## src/rtl/preg_free_list.sv

```systemverilog
// Physical-register free list: circular FIFO of free preg IDs with a shadow
// bitmap that rejects double frees and releases of p0.
module preg_free_list #(
    parameter int NUM_PREG = 64,
    parameter int NUM_AREG = 32,
    localparam int DEPTH = NUM_PREG - NUM_AREG,
    localparam int IW = $clog2(NUM_PREG),
    localparam int PW = $clog2(DEPTH),
    localparam int CW = $clog2(DEPTH + 1)
) (
    input  logic          clk,
    input  logic          rst,
    input  logic          alloc_req,
    output logic          alloc_valid,
    output logic [IW-1:0] alloc_preg,
    output logic          stall,
    input  logic          rel0_valid,
    input  logic [IW-1:0] rel0_preg,
    input  logic          rel1_valid,
    input  logic [IW-1:0] rel1_preg,
    output logic [CW-1:0] free_count,
    output logic          err_free
);

    // Allocation handshake: alloc_valid acts as ready; a pop happens on any
    // cycle where alloc_req && alloc_valid, and alloc_preg is the popped ID.
    logic [IW-1:0]    mem_q [DEPTH];
    logic [IW-1:0]    mem_d [DEPTH];
    logic [PW-1:0]    head_q, head_d;
    logic [PW-1:0]    tail_q, tail_d;
    logic [CW-1:0]    count_q, count_d;
    logic [NUM_PREG-1:0] free_map_q, free_map_d;
    logic             err_q, err_d;

    logic             pop;
    logic [IW-1:0]    popped_id;
    logic             busy0, busy1;
    logic             acc0, acc1;
    logic             drop0, drop1;
    logic [CW:0]      occ0, occ1;
    logic [PW-1:0]    wr1_idx;

    assign alloc_valid = (count_q != '0);
    assign alloc_preg  = mem_q[head_q];
    assign stall       = alloc_req && (count_q == '0);
    assign free_count  = count_q;
    assign err_free    = err_q;

    always_comb begin
        pop       = alloc_req && (count_q != '0);
        popped_id = mem_q[head_q];

        // An ID leaving the list this cycle counts as allocated already.
        busy0 = free_map_q[rel0_preg] && !(pop && popped_id == rel0_preg);
        busy1 = free_map_q[rel1_preg] && !(pop && popped_id == rel1_preg);

        occ0  = {1'b0, count_q} - (CW+1)'(pop);
        acc0  = rel0_valid && (rel0_preg != '0) && !busy0 && (occ0 < (CW+1)'(DEPTH));
        drop0 = rel0_valid && (rel0_preg != '0) && !acc0;

        occ1  = occ0 + (CW+1)'(acc0);
        acc1  = rel1_valid && (rel1_preg != '0) && !busy1
                && !(acc0 && rel1_preg == rel0_preg)
                && (occ1 < (CW+1)'(DEPTH));
        drop1 = rel1_valid && (rel1_preg != '0) && !acc1;

        wr1_idx = tail_q + PW'(acc0);

        mem_d      = mem_q;
        free_map_d = free_map_q;
        head_d     = head_q + PW'(pop);
        tail_d     = tail_q + PW'(acc0) + PW'(acc1);
        count_d    = count_q + CW'(acc0) + CW'(acc1) - CW'(pop);
        err_d      = err_q || drop0 || drop1;

        if (pop) begin
            free_map_d[popped_id] = 1'b0;
        end
        if (acc0) begin
            mem_d[tail_q]         = rel0_preg;
            free_map_d[rel0_preg] = 1'b1;
        end
        if (acc1) begin
            mem_d[wr1_idx]        = rel1_preg;
            free_map_d[rel1_preg] = 1'b1;
        end
    end

    always_ff @(posedge clk) begin
        if (rst) begin
            for (int i = 0; i < DEPTH; i++) begin
                mem_q[i] <= IW'(NUM_AREG + i);
            end
            head_q     <= '0;
            tail_q     <= '0;
            count_q    <= CW'(DEPTH);
            free_map_q <= {{DEPTH{1'b1}}, {NUM_AREG{1'b0}}};
            err_q      <= 1'b0;
        end else begin
            mem_q      <= mem_d;
            head_q     <= head_d;
            tail_q     <= tail_d;
            count_q    <= count_d;
            free_map_q <= free_map_d;
            err_q      <= err_d;
        end
    end

endmodule

```

## config.mk

```make
export PLATFORM = sky130hd
export DESIGN_NAME = preg_free_list
export DESIGN_NICKNAME = d
export VERILOG_FILES = /design/src/rtl/preg_free_list.sv
export SDC_FILE = /design/constraint.sdc
export NUM_CORES = 1
export LEC_CHECK = 0
export CAP_MARGIN = 20
export CORE_ASPECT_RATIO = 0.7
export CORE_MARGIN = 4
export CORE_UTILIZATION = 45
export DETAILED_ROUTE_END_ITERATION = 8
export GPL_ROUTABILITY_DRIVEN = 1
export PLACE_DENSITY = 0.61
export SLEW_MARGIN = 30
export SYNTH_ARGS = -nofsm -noshare
export SYNTH_HDL_FRONTEND = slang
export SYNTH_SLANG_ARGS = --single-unit
```

## constraint.sdc

```tcl
create_clock -name clk -period 6.7 [get_ports clk]
set_clock_uncertainty 0.15 [all_clocks]
set_input_delay 1.005 -clock clk [delete_from_list [all_inputs] [get_ports clk]]
set_output_delay 1.005 -clock clk [all_outputs]
set_load 0.01 [all_outputs]
```

# [Word level (Yosys, flattened, before mapping)]
# Cells that the tools add are included.
[classes] bitwise_logic=7 n_reduce_logical=34 order_cmp=13 eq_ne=3 muxes=24 addsub=8
[ops] operator="$bwmux W192" n=2
[ops] operator="$mux W192" n=2
[ops] operator="$mux W64" n=3
[ops] operator="$or A64 B64 Y64" n=2
[ops] operator="$and A64 B64 Y64" n=1
[ops] operator="$not A64 Y64" n=1
[ops] operator="$demux W6 S5" n=2
[ops] operator="$bmux W6 S5" n=1
[ops] operator="$mux W6" n=4
[ops] operator="$logic_and A1 B1 Y1" n=21
[ops] operator="$lt A6 B7 Y1 const B" n=3
[ops] operator="$demux W1 S6" n=3
[ops] operator="$eq A6 B6 Y1" n=3
[ops] operator="$ge A6 B1 Y1 const B" n=3
[ops] operator="$ge A6 B6 Y1 const B" n=3
[ops] operator="$not A5 Y6" n=3
[ops] operator="$reduce_bool A6 Y1" n=3
[ops] operator="$add A5 B1 Y5" n=3
[ops] operator="$lt A7 B6 Y1 const B" n=2
[ops] operator="$add A6 B1 Y6" n=2
[ops] operator="$bmux W1 S6" n=2
[ops] operator="$lt A6 B1 Y1 const B" n=2
[ops] operator="$add A7 B1 Y7" n=1
[ops] operator="$logic_not A1 Y1" n=7
[ops] operator="other kinds (5)" n=10
[totals] output_inout_bits=15 register_bits=273

# [Logic depth before layout (Yosys ltp)]
# Gate-level depths: netlist (run 1).
[depth] word_depth=19 depth_mapped=27

# [Worst setup path after synthesis (run 1)]
# Ideal clock, no wire load.
[synth_timing] path_type="input port to flip-flop" startpoint="input rel0_preg[2]" endpoint="register mem_q[113] (netlist bit)" setup_time_ps=129 t_arrival_ps=5315 required_ps=6421 n_path_buf=6 slack_ps=1105 cell_stages=19 path_cell_list="buf_2 > buf_1 > mux2_2 > a221o_1 > o211a_1 > or2_2 > buf_2 > a21oi_2 > buf_2 > ha_1 > ha_1 > clkbuf_1 > xor2_1 > nor2b_1 > nand2_1 > or4_4 > buf_6 > mux2i_1 > nand2_1"
[synth_via] elab_chain_cells=15 word_cells_on_any_way=28 cone_classes="add/sub (2); order compare (3); eq/ne (2); mux (7); bitwise (1); reduce/logical (13)"
[synth_lines] item="from (decl)" line_no="18" text="input logic [IW-1:0] rel0_preg,"
[synth_lines] item="parallel branches: the longest is 14 deep, another holds $ge A6 B6 Y1"
[synth_lines] item="$mux W192 (*)" line_no="83" text="if (acc1) begin"
[synth_lines] item="to (signal, indexed assignment)" line_no="92" text="mem_q[i] <= IW'(NUM_AREG + i);"
[synth_lines] item="to (signal assigned)" line_no="100" text="mem_q <= mem_d;"
[synth_lines] item="to (decl)" line_no="27" text="logic [IW-1:0] mem_q [DEPTH];"
# Mark *: on every way between the ends. The select of a mux whose other input is x is not followed.
# A chain may end at the register's enable or synchronous reset.

# [Worst setup path in the final report (run 1)]
[layout_timing] startpoint="register head_q[3]" endpoint="register mem_q[20] (netlist bit)"
[layout_via] elab_chain_cells=19 word_cells_on_any_way=33 cone_classes="add/sub (2); order compare (3); eq/ne (2); mux (8); bitwise (2); reduce/logical (16)"
[layout_lines] item="from (decl)" line_no="29" text="logic [PW-1:0] head_q, head_d;"
[layout_lines] item="from (signal assigned)" line_no="94" text="head_q <= '0;"
[layout_lines] item="from (signal assigned)" line_no="101" text="head_q <= head_d;"
[layout_lines] item="$not A5 Y6 (not written as such) (*)" line_no="51" text="popped_id = mem_q[head_q];"
[layout_lines] item="$bmux W6 S5 (*)" line_no="51"
[layout_lines] item="$mux W6 (not written as such) (*) (2 in a row)" line_no="51"
[layout_lines] item="$eq A6 B6 Y1" line_no="54" text="busy0 = free_map_q[rel0_preg] && !(pop && popped_id == rel0_preg);"
[layout_lines] item="$logic_and A1 B1 Y1" line_no="54"
[layout_lines] item="$logic_not A1 Y1" line_no="54"
[layout_lines] item="$logic_and A1 B1 Y1" line_no="54"
[layout_lines] item="$logic_not A1 Y1" line_no="58" text="acc0 = rel0_valid && (rel0_preg != '0) && !busy0 && (occ0 < (CW+1)'(DEPTH));"
[layout_lines] item="$logic_and A1 B1 Y1 (2 in a row)" line_no="58"
[layout_lines] item="$add A5 B1 Y5" line_no="67" text="wr1_idx = tail_q + PW'(acc0);"
[layout_lines] item="$not A5 Y6 (not written as such)" line_no="84" text="mem_d[wr1_idx] = rel1_preg;"
[layout_lines] item="$ge A6 B6 Y1 (not written as such) / $lt A6 B1 Y1 (equally long branches)" line_no="84"
[layout_lines] item="$logic_and A1 B1 Y1 (not written as such)" line_no="84"
[layout_lines] item="$mux W6 (not written as such)" line_no="84"
[layout_lines] item="$demux W6 S5" line_no="84"
[layout_lines] item="$bwmux W192" line_no="84"
[layout_lines] item="$mux W192 (*)" line_no="83"
# Every way passes the cells marked *; elsewhere a longest branch is shown, timed or not. The select of a mux whose other input is x is not followed.

==> results.json, run 1 <==
{
  "status": "completed",
  "post-route-period-util_pct": 93.29,
  "cts.sinks": 273,
  "grtUsageTotal_pct": 29.64,
  "synth.distinct_cells": 83,
  "worstPathRequired_ns": 6.97,
  "rrSetupSlack_ns": 0.45,
  "fin_area_um2": 19700,
  "post_drt_wl_per_cell_um": 26.82,
  "path_clk_slew_ns": 0.07,
  "avgSynthCellArea_um2": 9.155,
  "crit_path_start_kind": "flop",
  "setup_violations": 0,
  "place_area_um2": 18600,
  "tightest_slew_ns": 1.146,
  "num_rows": 60,
  "drive_gt1_share_pct": 20.94,
  "clk_latency_ns": 0.59,
  "min_to": "free_map_q[0]",
  "p_clk_share_pct": 36.7,
  "ys_ff_latch": 273,
  "initial_core_util_pct": 46.07,
  "hold_path_class": "flop to flop",
  "arrival_ns": 6.52,
  "slowest_delay_ns": 0.77,
  "netlist_area_um2": 17880,
  "area_growth_syn_to_layout_pct": 10.18,
  "yosysWarnings": 0,
  "nFillCells": 3660,
  "fin_crit_ns": 6.251,
  "setup.worst_path.end_class": "flop",
  "worst-path-stages": 18,
  "firstDrtPassIters": 5,
  "synth_nets": 1992,
  "r2r_end": "mem_q[20]",
  "rsz0062_at_grt": "no",
  "synth_seq_area_share_pct": 30.57,
  "swShare_pct": 34.79,
  "tns_ns": 0,
  "tritoncts": "built",
  "finalNetCount": 1956,
  "via_per_inst": 6.576,
  "design.die.area_um2": 43040,
  "crit_start": "head_q[3]",
  "holdPathStages": 1,
  "worst_path_max_delay_cell": "dfxtp_1",
  "leakage_nw": 6.246,
  "antenna_cells": 0,
  "place_congestion": 0.9810,
  "max_clock_freq_mhz": 160.0,
  "worst-r2r-cell-count": 18,
  "grt_pass1_wl_um": 99170,
  "cp_cell_sequence": "nor2b_1 -> buf_4 -> a22o_1 -> a211oi_2 -> nor3_1 -> or4b_1 -> or3_2 -> a21oi_2 -> ha_1 -> ha_1 -> xor2_1 -> buf_4 -> nand2_1 -> nor3_1 -> buf_4 -> nand3_1 -> nor2_1 -> o21ai_1",
  "grt_pass1_vias": 15165,
  "p_int_mw": 3.220,
  "drv_cap": 0,
  "switchingPower_mw": 1.718,
  "drc_errors": 0,
  "cp_max_fo": 13,
  "syn_inst": 1953,
  "dp_hpwl_um": 45380,
  "slew_violations": 0,
  "power_frac_comb_pct": 27.9,
  "synth_ff_type": "dfxtp_1",
  "fp.dieW_um": 246.2,
  "crit_top_cell": "buf_4",
  "antenna_found_initial": 1,
  "p_seq_share_pct": 35.4,
  "design.core.area_um2": 38810,
  "ioPinCount": 32,
  "grt-ovfl-total": 0,
  "vdd_drop_max_uv": 286.9,
  "routed-via-count": 16216,
  "power_density_nw_per_um2": 250.7,
  "ant_nets": 0,
  "wl_um": 66150,
  "fp.dieH_um": 174.8,
  "portBuffers": 31,
  "hold_violations": 0,
  "htreeDepth": 1,
  "r2r_start": "head_q[3]",
  "min_from": "free_map_q[0]",
  "cp_num_buf_inv": 3,
  "ys_async_sr_fraction_pct": 0,
  "synth_edf_count": 0,
  "drtIter0Drc": 2001,
  "grt_max_degree": 75,
  "cts_buffer_depth": 3,
  "cts_buffers": 29,
  "cts_root_buffer": "clkbuf_16",
  "path_class": "flop to flop",
  "relSlewSlack_pct": 23.02,
  "crit_family": "simple AND/OR/NAND/NOR gates",
  "cts_hold_buffers": 0
}
-- per-layer routing --
layer	GRT usage [%]	up-vias	part of all wire, %
met5	0.9050	-	0.10
met4	5.930	4	2.1
li1	-	7071	-
met3	9.388	115	13
met2	40.16	1017	40
met1	45.58	8009	45
-- how the worst max path moves through the flow --
stage                    endpoint  slack (ns)
floorplan              mem_q[113]        1.11
global placement    free_count[5]        0.44
detailed placement  free_count[5]        0.37
CTS                      mem_q[1]        0.39
global route            mem_q[20]        0.20
finish                  mem_q[20]        0.45
-- stage by stage --
step | setup slack [ns] | utilization [%] | instances | total power, mW | hold slack, ns
floorplan | 1.105 | - | 1953 | 2.657 | 0.2943
global placement | 0.4380 | 47.90 | 2412 | 3.086 | 0.3094
detailed placement | 0.3661 | 47.93 | 2412 | 3.103 | 0.3108
CTS | 0.3861 | 50.67 | 2465 | 4.903 | 0.3196
global route | 0.2037 | 50.76 | 2466 | 5.107 | 0.3366
finish | 0.4495 | 50.76 | 2466 | 4.938 | 0.3190
-- cells by family after synthesis --
logic type	count (synthesis)	share of synthesized area, %
flip-flops	273	30.57
buffers and inverters	193	4.731
AO/OA/AOI/OAI	375	15.54
XOR/XNOR	26	1.274
adder cells (fa/ha/maj)	22	1.624
multiplexers	414	27.75
AND/OR/NAND/NOR	650	18.52
-- power groups by stage --
stage | clock (mW) | sequential [mW] | combinational, mW
global placement | 0 | 1.79 | 1.29
global route | 1.90 | 1.76 | 1.45
floorplan | 0 | 1.75 | 0.912
CTS | 1.83 | 1.76 | 1.32
finish | 1.81 | 1.75 | 1.38
detailed placement | 0 | 1.79 | 1.31
-- layout make-up --
cell class	instances	area [um2]	area share (%)
multi-input combinational	1487	11600	58.90
sequential	273	5470	27.77
clock buffer	39	843.3	4.281
timing repair buffer	100	803.3	4.077
tap	527	659.4	3.347
clock inverter	14	221.5	1.124
inverter	26	98.84	0.5017
-- cell usage after synthesis, drive strengths merged (4+ instances only) --
cell type / count / area (um2)
a21oi: 114 / 623.1
a211oi: 56 / 645.6
nand2: 206 / 773.2
inv: 24 / 90.09
nor3b: 5 / 37.54
nor4: 5 / 61.31
buf: 64 / 360.4
ha: 20 / 250.2
o21ai: 61 / 305.3
o211a: 5 / 50.05
mux2: 174 / 1959
nor2: 139 / 521.8
xor2: 10 / 87.58
o21bai: 5 / 41.29
nor2b: 41 / 256.5
nand4: 11 / 68.82
clkbuf: 103 / 387.9
nand3b: 8 / 60.06
a22o: 6 / 52.55
mux4: 48 / 1081
mux2i: 192 / 1922
a221oi: 12 / 105.1
o211ai: 10 / 75.07
or3: 5 / 31.28
o221ai: 24 / 210.2
and3: 13 / 81.33
o2bb2ai: 4 / 35.03
nor3: 84 / 636.9
or2: 5 / 31.28
nand4b: 4 / 35.03
nand3: 89 / 457.9
a22oi: 12 / 90.09
a31oi: 17 / 106.4
xnor2: 16 / 140.1
dfxtp: 273 / 5465
nand2b: 9 / 56.30
and2: 14 / 87.58
o21a: 18 / 135.1
a31o: 4 / 35.03
-- flip-flops by register name (all words and copies together), names as in the netlist --
signal / flops
err_free: 1
free_count: 6
mem_q: 192
tail_q: 5
head_q: 5
free_map_q: 64
-- repair_timing --
| action | in CTS | in global routing |
|---|---|---|
| setup buffers | 0 | 1 |
| gates resized for setup | 0 | 0 |
| endpoints found under the setup margin | 0 | 1 |
-- layout by cell type, fill, tap and decap left out, types with 8 or more instances in the layout --
cell type and n:
a211oi_1 35, a211oi_4 16, a21oi_1 102, a21oi_2 11
a221oi_1 12, a22oi_1 12, a31oi_1 17, and2_1 12
and3_1 13, buf_2 12, buf_4 67, clkbuf_16 29
clkbuf_8 8, clkdlybuf4s50_1 18, dfxtp_1 271, ha_1 20
inv_1 22, mux2_1 35, mux2_2 139, mux2i_1 192
mux4_2 48, nand2_1 206, nand2b_1 9, nand3_1 88
nand3b_1 8, nand4_1 11, nor2_1 138, nor2b_1 41
nor3_1 58, nor3_2 9, nor3_4 17, o211ai_1 10
o21a_1 18, o21ai_0 42, o21ai_1 19, o221ai_1 24
xnor2_1 16, xor2_1 10
(Power assumes the default switching activity.)
==> run 2, diff against run 1 <==
--- a/config.mk
+++ b/config.mk
@@ -10,8 +10,9 @@
 export CORE_MARGIN = 4
 export CORE_UTILIZATION = 45
 export DETAILED_ROUTE_END_ITERATION = 8
+export DONT_BUFFER_PORTS = 1
 export GPL_ROUTABILITY_DRIVEN = 1
-export PLACE_DENSITY = 0.61
+export PLACE_DENSITY = 0.6
 export SLEW_MARGIN = 30
 export SYNTH_ARGS = -nofsm -noshare
 export SYNTH_HDL_FRONTEND = slang
==> run 2 against run 1 <==
Combinational power is 15% lower. Count of clock-buffer cells in the layout is 8 higher. Critical path depth stayed put. Sequential share of layout area is 0.74 points higher. Register-to-register slack hardly changed. Maximum frequency is 0.22% lower. Die area stayed put. Core utilization is 1.3 points lower. Design area is 2.6% lower. Via count is 2.3% lower. First-iteration DRC count is 3.6% higher. Non-clock buffer count is 58 lower. Highest routed layer is now met4.
==> results.json, run 2 (same netlist as run 1, synthesis figures left out) <==
{
  "grt-ovfl-total": 0,
  "cts_buffer_depth": 3,
  "firstDrtPassIters": 6,
  "via_per_inst": 6.574,
  "nFillCells": 3636,
  "finalNetCount": 1899,
  "ant_nets": 0,
  "holdWs_ns": 0.3280,
  "cts_root_buffer": "clkbuf_16",
  "tns_ns": 0,
  "slew_violations": 0,
  "largest_reg_flops": 192,
  "multiInputGateArea_um2": 11630,
  "path_class": "flop to flop",
  "crit_path_start_kind": "flop",
  "post_drt_wl_per_cell_um": 27.39,
  "drc_errors": 0,
  "design.die.area_um2": 43040,
  "dp_hpwl_um": 43300,
  "drive_gt1_share_pct": 19.33,
  "htreeDepth": 1,
  "grtUsageTotal_pct": 29.87,
  "top_register": "mem_q",
  "grt_pass1_vias": 15087,
  "fp.dieW_um": 246.2,
  "initial_core_util_pct": 46.07,
  "fin_crit_ns": 6.265,
  "mostFrequentLayoutCells": "271 x dfxtp_1, 206 x nand2_1, 192 x mux2i_1, 139 x nor2_1, 139 x mux2_2",
  "drtIter0Drc": 2073,
  "antenna_cells": 0,
  "relSlewSlack_pct": 27.95,
  "clk_latency_ns": 0.58,
  "fp.dieH_um": 174.8,
  "grt_pass1_wl_um": 99420,
  "tritoncts": "built",
  "layout_commonest_cell": "dfxtp_1",
  "num_rows": 60,
  "crit_start": "head_q[0]",
  "area_growth_syn_to_layout_pct": 7.313,
  "vdd_drop_max_uv": 223.3,
  "register_area_um2": 5470,
  "cts_hold_buffers": 0,
  "design.core.area_um2": 38810,
  "wl_um": 66020,
  "grt_max_degree": 157,
  "r2r_end": "mem_q[125]",
  "status": "completed",
  "ioPinCount": 32,
  "portBuffers": 0,
  "r2r_start": "head_q[0]",
  "hold_violations": 0,
  "cts.sinks": 273,
  "hold_path_class": "flop to flop",
  "place_congestion": 0.9398,
  "critPathCapture": "mem_q[125]",
  "power_density_nw_per_um2": 242.6,
  "drv_cap": 0,
  "tightest_slew_ns": 1.073,
  "routed-via-count": 15843,
  "antenna_found_initial": 0,
  "rsz0062_at_grt": "no",
  "post-route-period-util_pct": 93.50,
  "leakage_nw": 5.978,
  "arrival_ns": 6.55,
  "max_clock_freq_mhz": 159.6,
  "cts_buffers": 30,
  "cp_max_fo": 38,
  "worst-r2r-cell-count": 18,
  "worstPathRequired_ns": 6.99,
  "path_clk_slew_ns": 0.06,
  "setup.worst_path.end_class": "flop",
  "rrSetupSlack_ns": 0.44,
  "setup_violations": 0,
  "power.total_mw": 4.655
}
[run 2: routing by layer]
metal	up-vias	GRT usage [%]	routed length, um
li1	6956	-	-
met4	0	5.811	1397
met5	-	0	0
met3	115	10.63	8761
met1	7831	46.26	30350
met2	941	39.36	25510
[run 2: timing repair]
action | CTS | global route
buffers inserted | 0 | 0
resized for setup | 0 | 1
endpoints found under the setup margin | 0 | 1
[run 2: per-stage QoR]
step	area [um2]	setup WS, ns	utilization, %	cells
after global routing	19190	0.05296	49.44	2410
after floorplan	17880	1.105	-	1953
after global placement	18140	0.2818	46.73	2355
after CTS	19160	0.3271	49.36	2410
final	19190	0.4354	49.44	2410
after detailed placement	18160	0.3545	46.78	2355
[run 2: area by class of cell]
type	count	area share, %
tap	527	3.437
clock buffer	47	4.878
sequential	273	28.51
timing repair buffer	42	1.709
inverter	26	0.5347
clock inverter	8	0.3391
multi-input combinational	1487	60.59
[run 2: worst min-delay path by stage]
stage | start | end | slack, ns | depth (start not counted)
global route | free_map_q[0] | free_map_q[0] | 0.35 | 1
global placement | free_map_q[0] | free_map_q[0] | 0.31 | 1
CTS | free_map_q[0] | free_map_q[0] | 0.33 | 1
detailed placement | free_map_q[0] | free_map_q[0] | 0.32 | 1
floorplan | free_map_q[0] | free_map_q[0] | 0.29 | 1
finish | free_map_q[0] | free_map_q[0] | 0.33 | 1
[run 2: report_power, final]
part	switching (mW)	leakage, nW	internal [mW]
logic	0.769	3.27	0.400
clock network	0.728	0.503	0.990
registers	0.0939	2.21	1.67
[run 2: critical path: stages, from the launching register on]
cell and delay, ns:
dfxtp_4 0.79, buf_4 0.34, mux4_2 0.55, a211oi_2 0.65
nor3_1 0.08, or4b_1 0.52, or3_2 0.46, a21oi_2 0.18
ha_1 0.19, ha_1 0.28, nand2_1 0.10, nor2_1 0.13
nor2_1 0.07, o22a_1 0.37, nor2_1 0.32, nand2_1 0.15
nor3_4 0.41, mux2i_1 0.24, nand2_1 0.06
